--- config.mk ---
export PLATFORM = sky130hd
export DESIGN_NAME = led_breathe
export DESIGN_NICKNAME = d
export VERILOG_FILES = /design/src/rtl/led_breathe.sv
export SDC_FILE = /design/constraint.sdc
export NUM_CORES = 1
export LEC_CHECK = 0
export CAP_MARGIN = 10
export CORE_ASPECT_RATIO = 1.1
export CORE_MARGIN = 4
export CORE_UTILIZATION = 30
export DETAILED_ROUTE_END_ITERATION = 12
export MAX_ROUTING_LAYER = met4
export PLACE_DENSITY = 0.46
export SETUP_SLACK_MARGIN = 0.1
export SLEW_MARGIN = 20
export SYNTH_ARGS = -nofsm -noshare
export SYNTH_HDL_FRONTEND = slang
export SYNTH_SLANG_ARGS = --single-unit
--- constraint.sdc ---
create_clock -name clk_i -period 2.4 [get_ports clk_i]
set_input_delay 0.36 -clock clk_i [delete_from_list [all_inputs] [get_ports clk_i]]
set_output_delay 0.36 -clock clk_i [all_outputs]
set_load 0.01 [all_outputs]
--- src/rtl/led_breathe.sv ---
// led_breathe: PWM LED driver with off / solid / breathe / blink modes.
// Brightness advances on a one-cycle tick strobe from the upstream divider.
// The PWM duty is reloaded only at the counter wrap, so every period is glitch-free.
module led_breathe #(
  parameter int PWM_BITS   = 8,
  parameter int STEP       = 1,
  parameter int HOLD_TICKS = 16
) (
  input  logic                clk_i,
  input  logic                rst_ni,
  input  logic                en_i,
  input  logic                tick_i,
  input  logic [1:0]          mode_i,
  output logic                led_o,
  output logic [PWM_BITS-1:0] level_o,
  output logic                peak_o
);

  typedef enum logic [1:0] {
    MODE_OFF     = 2'b00,
    MODE_SOLID   = 2'b01,
    MODE_BREATHE = 2'b10,
    MODE_BLINK   = 2'b11
  } mode_t;

  typedef enum logic [1:0] {
    RAMP_UP,
    HOLD_HI,
    RAMP_DOWN,
    HOLD_LO
  } state_t;

  localparam logic [PWM_BITS-1:0] MAX    = '1;
  localparam logic [PWM_BITS:0]   MAX_X  = {1'b0, MAX};
  localparam logic [PWM_BITS:0]   STEP_X = (PWM_BITS + 1)'(STEP);
  localparam logic [PWM_BITS-1:0] STEP_N = PWM_BITS'(STEP);

  localparam int HOLD_W = (HOLD_TICKS > 1) ? $clog2(HOLD_TICKS) : 1;
  localparam logic [HOLD_W-1:0] HOLD_LAST = HOLD_W'((HOLD_TICKS > 0) ? HOLD_TICKS - 1 : 0);

  // With a zero hold the ramps turn around directly at the extremes.
  localparam state_t AFTER_PEAK   = (HOLD_TICKS == 0) ? RAMP_DOWN : HOLD_HI;
  localparam state_t AFTER_TROUGH = (HOLD_TICKS == 0) ? RAMP_UP   : HOLD_LO;

  logic [PWM_BITS-1:0] pwm_cnt;
  logic [PWM_BITS-1:0] duty;
  logic [HOLD_W-1:0]   hold_cnt;
  state_t              state;
  mode_t               mode_q;

  logic [PWM_BITS:0]   up_sum;
  logic                reach_max;
  logic                reach_zero;
  logic [PWM_BITS-1:0] up_next;
  logic [PWM_BITS-1:0] dn_next;

  // Ramp arithmetic is done one bit wider and clamped so the level never wraps.
  assign up_sum     = {1'b0, level_o} + STEP_X;
  assign reach_max  = (up_sum >= MAX_X);
  assign up_next    = reach_max ? MAX : up_sum[PWM_BITS-1:0];
  assign reach_zero = ({1'b0, level_o} <= STEP_X);
  assign dn_next    = reach_zero ? '0 : (level_o - STEP_N);

  // PWM counter, wrap-aligned duty reload and registered LED drive.
  always_ff @(posedge clk_i or negedge rst_ni) begin
    if (!rst_ni) begin
      pwm_cnt <= '0;
      duty    <= '0;
      led_o   <= 1'b0;
    end else if (en_i) begin
      pwm_cnt <= pwm_cnt + 1'b1;
      if (pwm_cnt == MAX) begin
        duty <= level_o;
      end
      case (mode_q)
        MODE_OFF:   led_o <= 1'b0;
        MODE_SOLID: led_o <= 1'b1;
        default:    led_o <= (pwm_cnt < duty);
      endcase
    end else begin
      led_o <= 1'b0;
    end
  end

  // Mode tracking, brightness level and the breathe sequencer with peak pulse.
  always_ff @(posedge clk_i or negedge rst_ni) begin
    if (!rst_ni) begin
      level_o  <= '0;
      state    <= RAMP_UP;
      hold_cnt <= '0;
      mode_q   <= MODE_OFF;
      peak_o   <= 1'b0;
    end else begin
      mode_q <= mode_t'(mode_i);
      peak_o <= 1'b0;
      if (mode_t'(mode_i) != mode_q) begin
        level_o  <= '0;
        state    <= RAMP_UP;
        hold_cnt <= '0;
      end else if (en_i) begin
        case (mode_q)
          MODE_OFF: begin
            level_o <= '0;
          end
          MODE_SOLID: begin
            level_o <= MAX;
          end
          MODE_BLINK: begin
            if (tick_i) begin
              level_o <= (level_o == MAX) ? '0 : MAX;
            end
          end
          MODE_BREATHE: begin
            if (tick_i) begin
              case (state)
                RAMP_UP: begin
                  level_o <= up_next;
                  if (reach_max) begin
                    peak_o <= 1'b1;
                    state  <= AFTER_PEAK;
                  end
                end
                HOLD_HI: begin
                  if (hold_cnt == HOLD_LAST) begin
                    hold_cnt <= '0;
                    state    <= RAMP_DOWN;
                  end else begin
                    hold_cnt <= hold_cnt + 1'b1;
                  end
                end
                RAMP_DOWN: begin
                  level_o <= dn_next;
                  if (reach_zero) begin
                    state <= AFTER_TROUGH;
                  end
                end
                HOLD_LO: begin
                  if (hold_cnt == HOLD_LAST) begin
                    hold_cnt <= '0;
                    state    <= RAMP_UP;
                  end else begin
                    hold_cnt <= hold_cnt + 1'b1;
                  end
                end
                default: begin
                  state <= RAMP_UP;
                end
              endcase
            end
          end
          default: begin
            level_o <= '0;
          end
        endcase
      end
    end
  end

endmodule

# Yosys cells after proc, flatten, opt, wreduce, memory -nomap -nowiden
# Index checks and enable logic that the tools add are counted.
[op_classes]
div_mod_pow = 0
bitwise_logic = 0
n_reduce_logical = 11
n_mux = 32
n_mul = 0
shifts = 0
n_eq_ne = 17
addsub = 4
n_lt_le_gt_ge = 3
[ops]
columns = ["op", "n"]
rows = [
  ["8-bit two-way mux", 7],
  ["8-bit one-hot mux with 4 select lines", 1],
  ["4-bit two-way mux", 6],
  ["3-bit inequality test, second input constant", 6],
  ["8-bit equality test, second input constant", 2],
  ["2-bit two-way mux", 8],
  ["8-bit one-hot mux with 2 select lines", 1],
  ["8-bit by 1-bit adder with 9-bit output, second input constant", 1],
  ["9-bit by 8-bit greater-or-equal comparator with 1-bit output, second input constant", 1],
  ["8-bit by 1-bit adder with 8-bit output, second input constant", 1],
  ["2-bit equality test, second input constant", 4],
  ["8-bit by 1-bit less-or-equal comparator with 1-bit output, second input constant", 1],
  ["8-bit < comparator", 1],
  ["2-bit one-hot mux with 4 select lines", 1],
  ["4-bit AND reduction", 2],
  ["2-bit nonzero test", 4],
  ["8-bit by 1-bit subtractor with 8-bit output, second input constant", 1],
  ["1-bit two-way mux", 7],
  ["7-bit AND reduction", 1],
  ["4-bit by 1-bit adder with 4-bit output, second input constant", 1],
  ["2-bit by 1-bit equality test with 1-bit output, second input constant", 2],
  ["4-bit equality test, second input constant", 1],
  ["2-bit logical NOT", 2],
  ["4-bit by 2-bit inequality test with 1-bit output, second input constant", 1],
  ["4 further kinds", 4],
]
[totals]
output_inout_bits = 10
ramBits = 0
latch_bits = 0
mem_bits_ro = 0
in_bits = 6
wordCells = 75
mem_count = 0
ff_bits = 34

# Longest topological paths before layout
# Gate-level depths: netlist of the first run.
[depth]
depth_word = 8
ltp_mapped = 9
mapped_depth_nobuf = 8

# Least setup slack after synthesis of the first run
# Ideal clock, no wire load.
[synth_timing]
path_type = "flip-flop to flip-flop"
startpoint = "register level_o[0]"
endpoint = "register level_o[3]"
arrival_time_ns = 2.130
setup_slack_ns = 0.149
path_stages_with_launch = 9
setup_time_ns = 0.121
synth_period_minus_slack_ns = 2.251
cell_sequence = "dfrtp_1 > inv_1 > ha_1 > nor2b_1 > o311ai_0 > o211a_1 > o311a_1 > nand4_1 > a22o_1"
[synth_via]
elab_chain_len = 8
[synth_lines]
columns = ["element", "line_no", "source"]
rows = [
  ["start: declaration", "15", "output logic [PWM_BITS-1:0] level_o,"],
  ["start signal: assignment", "110", "level_o <= (level_o == MAX) ? '0 : MAX;"],
  ["start signal: assignment", "117", "level_o <= up_next;"],
  ["start signal: assignment", "132", "level_o <= dn_next;"],
  ["8-bit by 1-bit adder with 9-bit output", "58", "assign up_sum = {1'b0, level_o} + STEP_X;"],
  ["9-bit by 8-bit greater-or-equal comparator with 1-bit output", "59", "assign reach_max = (up_sum >= MAX_X);"],
  ["8-bit two-way mux", "60", "assign up_next = reach_max ? MAX : up_sum[PWM_BITS-1:0];"],
  ["8-bit one-hot mux with 2 select lines", "115", "case (state)"],
  ["8-bit two-way mux", "114", "if (tick_i) begin"],
  ["8-bit one-hot mux with 4 select lines *", "101", "case (mode_q)"],
  ["8-bit two-way mux *", "100", "end else if (en_i) begin"],
  ["8-bit two-way mux *", "96", "if (mode_t'(mode_i) != mode_q) begin"],
]
# Every way passes the cells marked *; elsewhere a longest branch is shown, timed or not. The select of a mux whose other input is x is not followed.
# A chain may end at the register's enable or synchronous reset.

# Worst setup path in the final report of the first run
# Same ends and word-level chain as after synthesis.

==> results of run 1 <==
==> cells in the final DEF, fill, tap and decap left out, types with 3 or more instances in the layout <==
cell type / count
a221o_1: 6
nand2_1: 22
buf_4: 16
and3_1: 5
nand3_1: 7
clkdlybuf4s50_1: 14
a21oi_1: 13
o31ai_1: 6
clkbuf_8: 6
o21ai_0: 12
a211oi_1: 3
nand2b_1: 3
nor2b_1: 3
ha_1: 18
mux2_2: 6
inv_1: 14
xnor2_1: 8
nand4_1: 6
xor2_1: 4
nor2_1: 20
nor3_1: 4
dfrtp_1: 34
==> sequential cells by signal, indices dropped and copies added, names as in the netlist <==
signal	count
duty	8
hold_cnt	4
led_o	1
level_o	8
mode_q	2
peak_o	1
pwm_cnt	8
state	2
==> per-stage QoR <==
step                      util (%)  total power [mW]  instances
after floorplan                  -              1.00        242
after global placement        34.4              1.14        349
after detailed placement      34.4              1.14        349
after CTS                     35.6              1.61        357
after global routing          35.6              1.70        357
final                         35.6              1.59        357
==> area by class of cell <==
type	instances	share of cell area (%)
clock inverters	2	0.472
repair buffers	31	10.0
flip-flops and latches	34	32.1
inverters	14	1.98
well taps	87	4.11
clock buffers	6	3.12
multi-input cells	183	48.2
==> logic make-up (layout without fill, tap and decap cells) <==
kind of cell               count (synthesis)  after routing  synth area share (%)
AOI/OAI and AO/OA                         61             61                  18.7
xor gates and xnor gates                  12             12                  4.60
adders and majority gates                 18             18                  9.85
buffers and inverters                     25             53                  6.95
DFF                                       34             34                  37.2
muxes                                      8              8                  3.83
and+or+nand+nor                           84             84                  18.9
==> layer usage <==
layer | global-route usage [%] | share of wire, %
met3 | 2.57 | 3.7
met1 | 17.6 | 46
met4 | 5.10 | 1.4
met5 | - | 0
met2 | 22.1 | 48
==> what timing repair did <==
action / 4_1_cts / 5_1_grt
buffers inserted: 0 / 0
gates resized for setup: 0 / 1
setup endpoints to repair: 0 / 1
==> final timing paths <==
kind,from,end,slack (ns),depth (start not counted)
setup / recovery,level_o[0]$_DFFE_PN0P_,level_o[3]$_DFFE_PN0P_,0.29,7
setup reg to reg,level_o[0]$_DFFE_PN0P_,level_o[3]$_DFFE_PN0P_,0.29,7
hold reg to reg,duty[7]$_DFFE_PN0P_,duty[7]$_DFFE_PN0P_,0.48,2
max in group asynchronous,rst_ni,level_o[5]$_DFFE_PN0P_,1.74,1
min in group clk_i,duty[7]$_DFFE_PN0P_,duty[7]$_DFFE_PN0P_,0.48,2
hold / removal,rst_ni,level_o[7]$_DFFE_PN0P_,0.16,1
==> power breakdown <==
part,total (mW),internal (mW),switching [mW]
combinational,0.389,0.202,0.187
sequential,0.737,0.641,0.0955
clock,0.464,0.231,0.233
total,1.59,1.07,0.515
==> critical path: cells and delay by family, from the launching register on <==
kind	cells	cell delay (ns)
flip-flops	1	0.38
adder cells (fa/ha/maj)	1	0.21
buffers and inverters	1	0.17
AO/OA/AOI/OAI	3	0.66
AND/OR/NAND/NOR	2	0.64
==> run metrics, run 1 <==
die height=99.6 um; CTS tree=built; Initial Utilization=a little under a third; fraction of registers with async set/reset=100%; minimum clock period=around 2.1 ns; Max-slew headroom=~46%; vias per cell=approximately 5.3; first-pass GRT wire length=about 10 mm; Leak=1.13 nW; grt ovf=0; status=completed; floorplan row count=33; Design Area, Final=2650 sq um; crit path DAT=about 2.4 ns; final setup fails=0; # DRC=0; syn_area_per_cell=between 9 and 10 sq um; I/O Pins=16; vias in the first global route=1987; Core ar.=7430 sq um; gpl congestion=0.846; detailed-route via count=roughly 1900; CTS Sinks=34; Yosys warning count=0; Seq cells post-synth=34; Pins Over Slew Limit=0; DRT Pass-1 Iters=4; worst slew pin tran=about 0.8 ns; initial antenna violation count=0; hpwl dp=between 4 and 5 mm; routed len/inst=about 16 um; area post-placement=approximately 2600 sq um; final antenna-violating net count=0; Reg clk slew, reported paths=around 0.080 ns; number of fill cells=799; Setup crit start kind=register; fmax=~0.47 GHz; area share of the largest cell type after synthesis=37.2%; worst IR drop on VDD=roughly 0.22 mV; leading area contributor after synthesis=dfrtp_1; CP Cell Sequence=buf_4, ha_1, or4b_4, o211a_1, o311a_1, nand4_1, a22o_1; slowest stage cell, crit path=or4b_4; GR Util All Layers=13.9%; Fin Setup TNS=0 ns; Setup crit end kind=register; slowest cell delay on critical path=0.55 ns; H-tree Lvls=2; top cells by area, synth=dfrtp_1, ha_1, nand2_1; pre-CTS setup slack=between 0.2 and 0.25 ns; Cell variety after synth=52; setup repair after global routing missed its margin=no; die area=between 9000 and 10000 sq um; die width=between 90 and 100 um; final worst clock skew=~0.0098 ns; hold_buf cts=0; Final WS setup=about 0.29 ns; I/O Buffers=15; # diodes=0; CP required=between 2 and 3 ns; cell with the most instances after synthesis=dfrtp_1; kind of critical path=register to register; Seq/Total Area, Yosys=between 30 and 40%; worst-path fanout max=9; Root Driver=clkbuf_8; nets=slightly below 300; register area=851 sq um; Clk Latency, worst-skew pair=approximately 0.29 ns; Final period util=between 80% and 90%; Post-synth top cells=dfrtp_1, nand2_1, nor2_1; Mapped Nets=266; Post-Syn Instances=between 200 and 250; layout overhead on the synthesized area=15.9%; Iteration-0 DRC Markers=87; EDFF count, synth=0; Hold Path Class=primary input to async pin; largest net degree at the start of global routing=35; CTS Buf Count=5; Post-synth top flop=dfrtp_1; Multi-input gate area=between 1000 and 1500 sq um; Max clock buf depth=2; Max-Cap Viols=0; final hold vios=0; PD cells=600 nW/um^2; DRT Wirelength=5.65 mm; layout cell share with drive strength beyond 1=about 15%; Hold WS=between 0.15 and 0.2 ns; Syn Std Cell Area=~2300 sq um
Note: power is estimated with default switching activity, not from simulation.
==> run 2, diff against run 1 <==
--- a/config.mk
+++ b/config.mk
@@ -8,12 +8,13 @@
 export CAP_MARGIN = 10
 export CORE_ASPECT_RATIO = 1.1
 export CORE_MARGIN = 4
-export CORE_UTILIZATION = 30
+export CORE_UTILIZATION = 43
+export CTS_CLUSTER_SIZE = 40
 export DETAILED_ROUTE_END_ITERATION = 12
 export MAX_ROUTING_LAYER = met4
-export PLACE_DENSITY = 0.46
+export PLACE_DENSITY = 0.61
 export SETUP_SLACK_MARGIN = 0.1
-export SLEW_MARGIN = 20
+export SLEW_MARGIN = 10
 export SYNTH_ARGS = -nofsm -noshare
 export SYNTH_HDL_FRONTEND = slang
 export SYNTH_SLANG_ARGS = --single-unit
==> run metrics, run 2 (same netlist as run 1, synthesis figures left out) <==
detailed-route via count=1842; final worst clock skew=between 0.006 and 0.007 ns; layout overhead on the synthesized area=14.9%; kind of critical path=register to register; r2r setup slk=0.20 ns; slowest stage cell, crit path=or4b_4; slowest cell delay on critical path=0.55 ns; CP required=~2.6 ns; routed len/inst=15.7 um; Largest regs=duty (8), level_o (8), pwm_cnt (8); worst-path fanout max=7; Setup crit start kind=register; fin cells=approximately 320; worst slew pin tran=roughly 0.44 ns; area post-placement=approximately 2500 sq um; CP Cell Sequence=buf_4, ha_2, or4b_4, o211a_1, o311a_1, nand4_1, a22o_1; most frequent cells in the layout=dfrtp_1, nand2_1, nor2_1; Hold Path Class=primary input to async pin; Leak=1.12 nW; largest net degree at the start of global routing=35; first-pass GRT wire length=between 8 and 9 mm; gpl congestion=between 0.8 and 0.9; DRT Wirelength=between 5 and 6 mm; hpwl dp=3.78 mm; GR Util All Layers=roughly 17%; vias in the first global route=~1800; Pins Over Slew Limit=0; grt ovf=0; minimum clock period=about 2.2 ns; Iteration-0 DRC Markers=between 100 and 150; H-tree Lvls=2; Setup crit end kind=register; crit path DAT=approximately 2.4 ns; vias per cell=between 5 and 6; Final period util=91.6%; I/O Buffers=15; final antenna-violating net count=0; Worst path depth=7; buffers and inverters on the worst path=1; Max clock buf depth=2; PD cells=around 670 nW/um^2; final hold vios=0; die area=6550 sq um; floorplan row count=27; cell family with most CP delay=compound AO/OA/AOI/OAI gates; Core ar.=just over 5000 sq um; final setup fails=0; CTS tree=built; I/O Pins=16; Reg clk slew, reported paths=0.08 ns; nets=around 290; Placed Instances=315; Design Area, Final=2630 sq um; DRT Pass-1 Iters=5; # diodes=0; setup repair after global routing missed its margin=no; die height=between 80 and 90 um; CTS Sinks=34; Initial Utilization=roughly 45%; hold_buf cts=0; Root Driver=clkbuf_8; CTS Buf Count=5; # DRC=0; Reg2Reg Depth=7; most common cell after layout, fill and taps aside=dfrtp_1; post-CTS setup buffer count=0; Max-Cap Viols=0; status=completed; layout cell share with drive strength beyond 1=14.0%; Clk Latency, worst-skew pair=slightly below 0.3 ns; Max-slew headroom=a little over two thirds; worst IR drop on VDD=approximately 0.34 mV; post-CTS resize count=0; fmax=between 0.4 and 0.5 GHz; Fin Setup TNS=0 ns; die width=~78 um; initial antenna violation count=0
==> run 2: changes by cell type in the layout (fill, tap and decap cells not counted) <==
cell,change
clkbuf_8,-1
ha_1,-1
buf_4,-5
ha_2,+1
dfrtp_2,+1
clkinvlp_4,-1
clkinv_2,-1
bufinv_16,+2
clkinv_4,+1
buf_2,-1
dfrtp_1,-1
clkdlybuf4s50_1,+1
==> run 2: path summary, 6_finish.rpt <==
check	to	start
worst max register to register	level_o[3]$_DFFE_PN0P_	level_o[1]$_DFFE_PN0P_
worst max-delay path	level_o[3]$_DFFE_PN0P_	level_o[1]$_DFFE_PN0P_
worst min register to register	duty[7]$_DFFE_PN0P_	duty[7]$_DFFE_PN0P_
worst min-delay path	pwm_cnt[4]$_DFFE_PN0P_	rst_ni
max in group asynchronous	level_o[1]$_DFFE_PN0P_	rst_ni
min in group clk_i	duty[7]$_DFFE_PN0P_	duty[7]$_DFFE_PN0P_
==> run 2: stage by stage <==
stage	total power [mW]	worst slack [ns]	utilization, %	hold WS [ns]
3_5_place_dp	1.13	0.168	49.0	0.477
4_1_cts	1.78	0.150	51.8	0.494
3_3_place_gp	1.13	0.172	49.0	0.470
5_1_grt	1.87	0.0890	51.8	0.527
6_report	1.76	0.201	51.8	0.479
2_1_floorplan	1.00	0.149	-	0.0644
==> run 2: area by class of cell <==
cell class	count	area, sq um
clock buffer	5	68.8
clock inverter	3	68.8
fill	476	2440
inverter	14	52.6
multi-input combinational	183	1280
sequential	34	852
tap	58	72.6
timing repair buffer	26	233
==> run 2: routing by layer <==
layer | up-vias | share of wire (%) | GRT usage, %
met2 | 24 | 49 | 27.9
li1 | 917 | - | -
met3 | 6 | 2.7 | 3.00
met5 | - | 0 | -
met4 | 0 | 1.3 | 5.50
met1 | 895 | 47 | 22.1
==> run 2: power by group <==
part | internal (mW) | leakage (nW) | total, mW | switching [mW]
sequential | 0.642 | 0.454 | 0.735 | 0.0931
clock | 0.416 | 0.0683 | 0.642 | 0.226
combinational | 0.198 | 0.597 | 0.381 | 0.183
==> run 3, diff against run 2 <==
--- a/config.mk
+++ b/config.mk
@@ -5,7 +5,6 @@
 export SDC_FILE = /design/constraint.sdc
 export NUM_CORES = 1
 export LEC_CHECK = 0
-export CAP_MARGIN = 10
 export CORE_ASPECT_RATIO = 1.1
 export CORE_MARGIN = 4
 export CORE_UTILIZATION = 43
==> results of run 3 <==
Final layout, timing and power as in run 2 (identical DEF).
==> RTL change 1, RTL diff (settings of run 2) <==
Make the reset (`rst_ni`) synchronous in 2 clocked blocks.
--- a/src/rtl/led_breathe.sv
+++ b/src/rtl/led_breathe.sv
@@ -62,7 +62,7 @@
   assign dn_next    = reach_zero ? '0 : (level_o - STEP_N);
 
   // PWM counter, wrap-aligned duty reload and registered LED drive.
-  always_ff @(posedge clk_i or negedge rst_ni) begin
+  always_ff @(posedge clk_i) begin
     if (!rst_ni) begin
       pwm_cnt <= '0;
       duty    <= '0;
@@ -83,7 +83,7 @@
   end
 
   // Mode tracking, brightness level and the breathe sequencer with peak pulse.
-  always_ff @(posedge clk_i or negedge rst_ni) begin
+  always_ff @(posedge clk_i) begin
     if (!rst_ni) begin
       level_o  <= '0;
       state    <= RAMP_UP;
Check against the original RTL: differs if rst_ni is asserted again (counterexample within 4 cycles, from zero or initial values and one cycle with rst_ni low); with rst_ni held inactive, the same outputs for 10 cycles.
==> RTL change 1 against run 2 <==
  * Global-route usage fell by 0.97 points
  * Cell area shrank 4.4%
  * Sequential cell count stayed put
  * Count of clock-buffer cells in the layout is 2 higher
  * Area after synthesis decreased by 3.2%
  * Routed wire length is 7.8% lower
  * Setup slack better by 210 ps
  * Critical path type unchanged
Power is not compared: it rests on default switching activity, and its combinational part moved more than twofold at a synthesized area within 25%.
==> RTL change 1: results (changes against run 2) <==
metric	value	unit	change
port-buffer-count	15		unchanged
slowest_stage	dfxtp_1		was or4b_4
finClkSkew	7.996	ps	was 6.737 ps
met3RoutedLength	154	µm	was 137 µm
grtUsageTotal	16.35	%	was 17.32%
dr.pass1.iters	4		was 5
post_synth_most_frequent_cells	dfxtp_1, nor2_1, nand2_1, inv_1, ha_1		was dfrtp_1, nand2_1, nor2_1, ha_1, inv_1
nets	303		was 288
postSynthCellCount	266		was 242
timing.critical_path.arrival	2140	ps	was 2440 ps
gp_routability_congestion	0.8345		was 0.8386
critical_path_peak_fanout	11		was 7
route.detailed.wl_per_inst	13.81	µm	was 15.72 µm
final_layout_size_suffix_gt1_share	9.253	%	was 13.96%
synth.area.top_cells	dfxtp_1, ha_1, mux2i_1		was dfrtp_1, ha_1, nand2_1
yosysUniqueCellTypes	50		was 52
wire_length_after_detailed_routing	4.680	mm	was 5.076 mm
post_detailed_placement_half_perimeter_wirelength	3.499	mm	was 3.779 mm
critical-path-top-delay-family	simple AND/OR/NAND/NOR gates		was compound AO/OA/AOI/OAI gates
detailed_route_wirelength_on_metal2	2.138	mm	was 2.505 mm
first_pass_grt_wire_length	8.307	mm	was 8.818 mm
drt_iter0_drcs	78		was 125
rr_worst_depth	5		was 7
status	finished clean		unchanged
hold_path.class	flip-flop to flip-flop		was input port to async pin
grt_start_max_net_pins	20		was 35
post_drt_via_cell_ratio	5.383		was 5.703
max_slew.worst_pin.slew	466.1	ps	was 438.2 ps
route.layer.met1.wl	2.310	mm	was 2.366 mm
timing.critical_path.slowest_cell_delay	600	ps	was 550 ps
worst_skew_pair.late_latency	290	ps	about the same
fill_cells	489		was 476
RTL change 1: cell count changes after synthesis, sizes merged, moves of 4 or more:
cell and change:
nor2b +5, inv +4, mux2i +11, buf +5, o31ai -4, a221o -5
nor2 +4, and2 +12, dfrtp -34, dfxtp +34, mux2 -5
RTL change 1: repair_timing:
action	in CTS	in global routing
resized for setup	0	1
endpoints found under the hold margin	0	0
setup endpoints to repair	0	2
RTL change 1: area by class of cell:
| type | instances | area share [%] |
|---|---|---|
| flip-flops and latches | 34 | 27.15 |
| inverters | 18 | 2.691 |
| well taps | 58 | 2.890 |
| clock inverters | 1 | 0.1993 |
| multi-input cells | 197 | 54.96 |
| clock buffers | 7 | 3.438 |
| repair buffers | 24 | 8.670 |
RTL change 1: cells by family (layout without fill, tap and decap cells):
kind of cell | count (synthesis) | after routing | share of synthesized area [%]
adder cells (fa/ha/maj) | 17 | 17 | 9.615
multiplexers | 14 | 14 | 6.391
AND/OR/NAND/NOR | 97 | 97 | 24.32
flip-flops | 34 | 34 | 30.77
AO/OA/AOI/OAI | 53 | 53 | 15.72
buffers and inverters | 35 | 50 | 6.844
XOR/XNOR | 16 | 16 | 6.335
RTL change 1: routing by layer:
| layer | vias up | global-route usage [%] |
|---|---|---|
| met4 | 0 | 5.272 |
| li1 | 945 | - |
| met5 | - | - |
| met1 | 842 | 20.01 |
| met3 | 8 | 3.688 |
| met2 | 30 | 26.62 |
RTL change 1: power breakdown:
group | switching (W) | internal (W) | total, W | leakage (nW)
combinational | 0.0000685 | 0.0000676 | 0.000136 | 0.686
clock | 0.000204 | 0.000231 | 0.000436 | 0.0482
sequential | 0.0000197 | 0.000575 | 0.000594 | 0.276
total | 0.000293 | 0.000874 | 0.00117 | 1.01
RTL change 1: path summary, 6_finish.rpt:
check	startpoint	to	slack, ps
setup / recovery	level_o[4]$_SDFFE_PP0P_	level_o[1]$_SDFFE_PP0P_	410
hold / removal	hold_cnt[3]$_SDFFE_PP0P_	hold_cnt[3]$_SDFFE_PP0P_	510
setup reg to reg	level_o[4]$_SDFFE_PP0P_	level_o[1]$_SDFFE_PP0P_	410
hold reg to reg	hold_cnt[3]$_SDFFE_PP0P_	hold_cnt[3]$_SDFFE_PP0P_	510
RTL change 1: per-stage QoR:
stage	util, %	setup WS, ps	area [µm²]
finish	50.23	411.5	2511
global route	50.23	182.4	2511
CTS	50.20	281.8	2510
detailed placement	48.37	309.2	2419
global placement	48.37	381.4	2419
floorplan	-	392.1	2212
RTL change 1: tightest hold or removal path, cell delays in order (launching register included):
cell	delay [ps]
dfxtp_1	330
o21ai_0	70
a21oi_1	60
==> RTL change 2, RTL diff (settings of run 2) <==
Without the edit above. Set the parameter `PWM_BITS` to 7 (it was 8).
--- a/src/rtl/led_breathe.sv
+++ b/src/rtl/led_breathe.sv
@@ -2,7 +2,7 @@
 // Brightness advances on a one-cycle tick strobe from the upstream divider.
 // The PWM duty is reloaded only at the counter wrap, so every period is glitch-free.
 module led_breathe #(
-  parameter int PWM_BITS   = 8,
+  parameter int PWM_BITS   = 7,
   parameter int STEP       = 1,
   parameter int HOLD_TICKS = 16
 ) (
Interface: changed (resized level_o); port bits go from 16 to 15. The function was not compared with the original's and may differ.
==> RTL change 2 against run 2 <==
  * Routed wire length shrank 4.3%
  * Combinational power shrank 20%
  * Core utilization grew 0.27 points
  * Setup slack better by 88 ps
  * Sequential cell count shrank 3
  * Critical path type unchanged
  * Clock power decreased by 39%
  * Power down 22%
  * Global-route usage up 1.3 points
  * Area after synthesis shrank 9.2%
  * Non-clock buffer count increased by 2
  * Cell area shrank 7.7%
  * Largest power group unchanged
  * Highest routed layer unchanged
==> RTL change 2: results (changes against run 2) <==
metric	value	unit	change
status	finished clean		unchanged
gp_routability_congestion	0.8823		was 0.8386
grt.met3_usage	3.589	%	was 3.004%
drt_iter0_drcs	150		was 125
timing.critical_path.slowest_cell_delay	530	ps	was 550 ps
post_drt_via_cell_ratio	5.589		was 5.703
rrSetupSlack	290	ps	was 200 ps
yosysUniqueCellTypes	48		was 52
first_global_vias	1711		was 1828
finalCriticalPeriod	2111	ps	was 2199 ps
first_pass_grt_wire_length	8.300	mm	was 8.818 mm
layout.area.seq	775.7	µm²	was 852.1 µm²
final_layout_size_suffix_gt1_share	13.04	%	was 13.96%
timing.critical_path.arrival	2250	ps	was 2440 ps
post_synth_xor_area_fraction	4.641	%	was 4.598%
wire_length_after_detailed_routing	4.860	mm	was 5.076 mm
max_slew.worst_pin.slew	549.8	ps	was 438.2 ps
dr.pass1.iters	4		was 5
fill_cells	446		was 476
gr-usage-met2	28.28	%	was 27.89%
syn-mean-instance-area	8.986	µm²	was 9.446 µm²
grtUsageTotal	18.63	%	was 17.32%
post-place-cells	301		was 315
rr_worst_depth	6		was 7
post_synth_most_frequent_cells	dfrtp_1, nand2_1, ha_1, nor2_1, o21ai_0		was dfrtp_1, nand2_1, nor2_1, ha_1, inv_1
synth-compound-area-share	20.25	%	was 18.66%
reg_top3	duty: 7 flops, level_o: 7 flops, pwm_cnt: 7 flops		was duty: 8 flops, level_o: 8 flops, pwm_cnt: 8 flops
synth-adder-area-share	10.25	%	was 9.852%
critical_path_peak_fanout	9		was 7
dpl_cell_area	0.002336	mm²	was 0.002485 mm²
route.layer.met1.wl	2.334	mm	was 2.366 mm
[RTL change 2: cell count changes in the layout (fill, tap and decap cells not counted), moves of 3 or more]
cell	change
o21ai_0	+4
nand4_1	-3
a31oi_1	+4
buf_4	+3
nor2_1	-3
nand2_1	+6
o31ai_1	-4
a21oi_1	-3
and3_1	-5
mux2_2	-3
a221o_1	-6
or3_1	+4
[RTL change 2: where the power goes]
group	internal [W]	switching, W	total [W]
registers	0.000591	0.0000866	0.000678
logic	0.000150	0.000154	0.000305
clock network	0.000203	0.000190	0.000394
[RTL change 2: layout make-up]
type,instances,area share [%]
Tap cell,56,2.891
Inverter,13,2.013
Sequential cell,31,32.01
Clock buffer,7,3.149
Clock inverter,1,0.2065
Multi-Input combinational cell,173,49.61
Timing Repair Buffer,28,10.12
[RTL change 2: timing repair]
action | in CTS | in global routing
gates resized for setup | 0 | 2
setup endpoints to repair | 0 | 3
endpoints found under the hold margin | 0 | 0
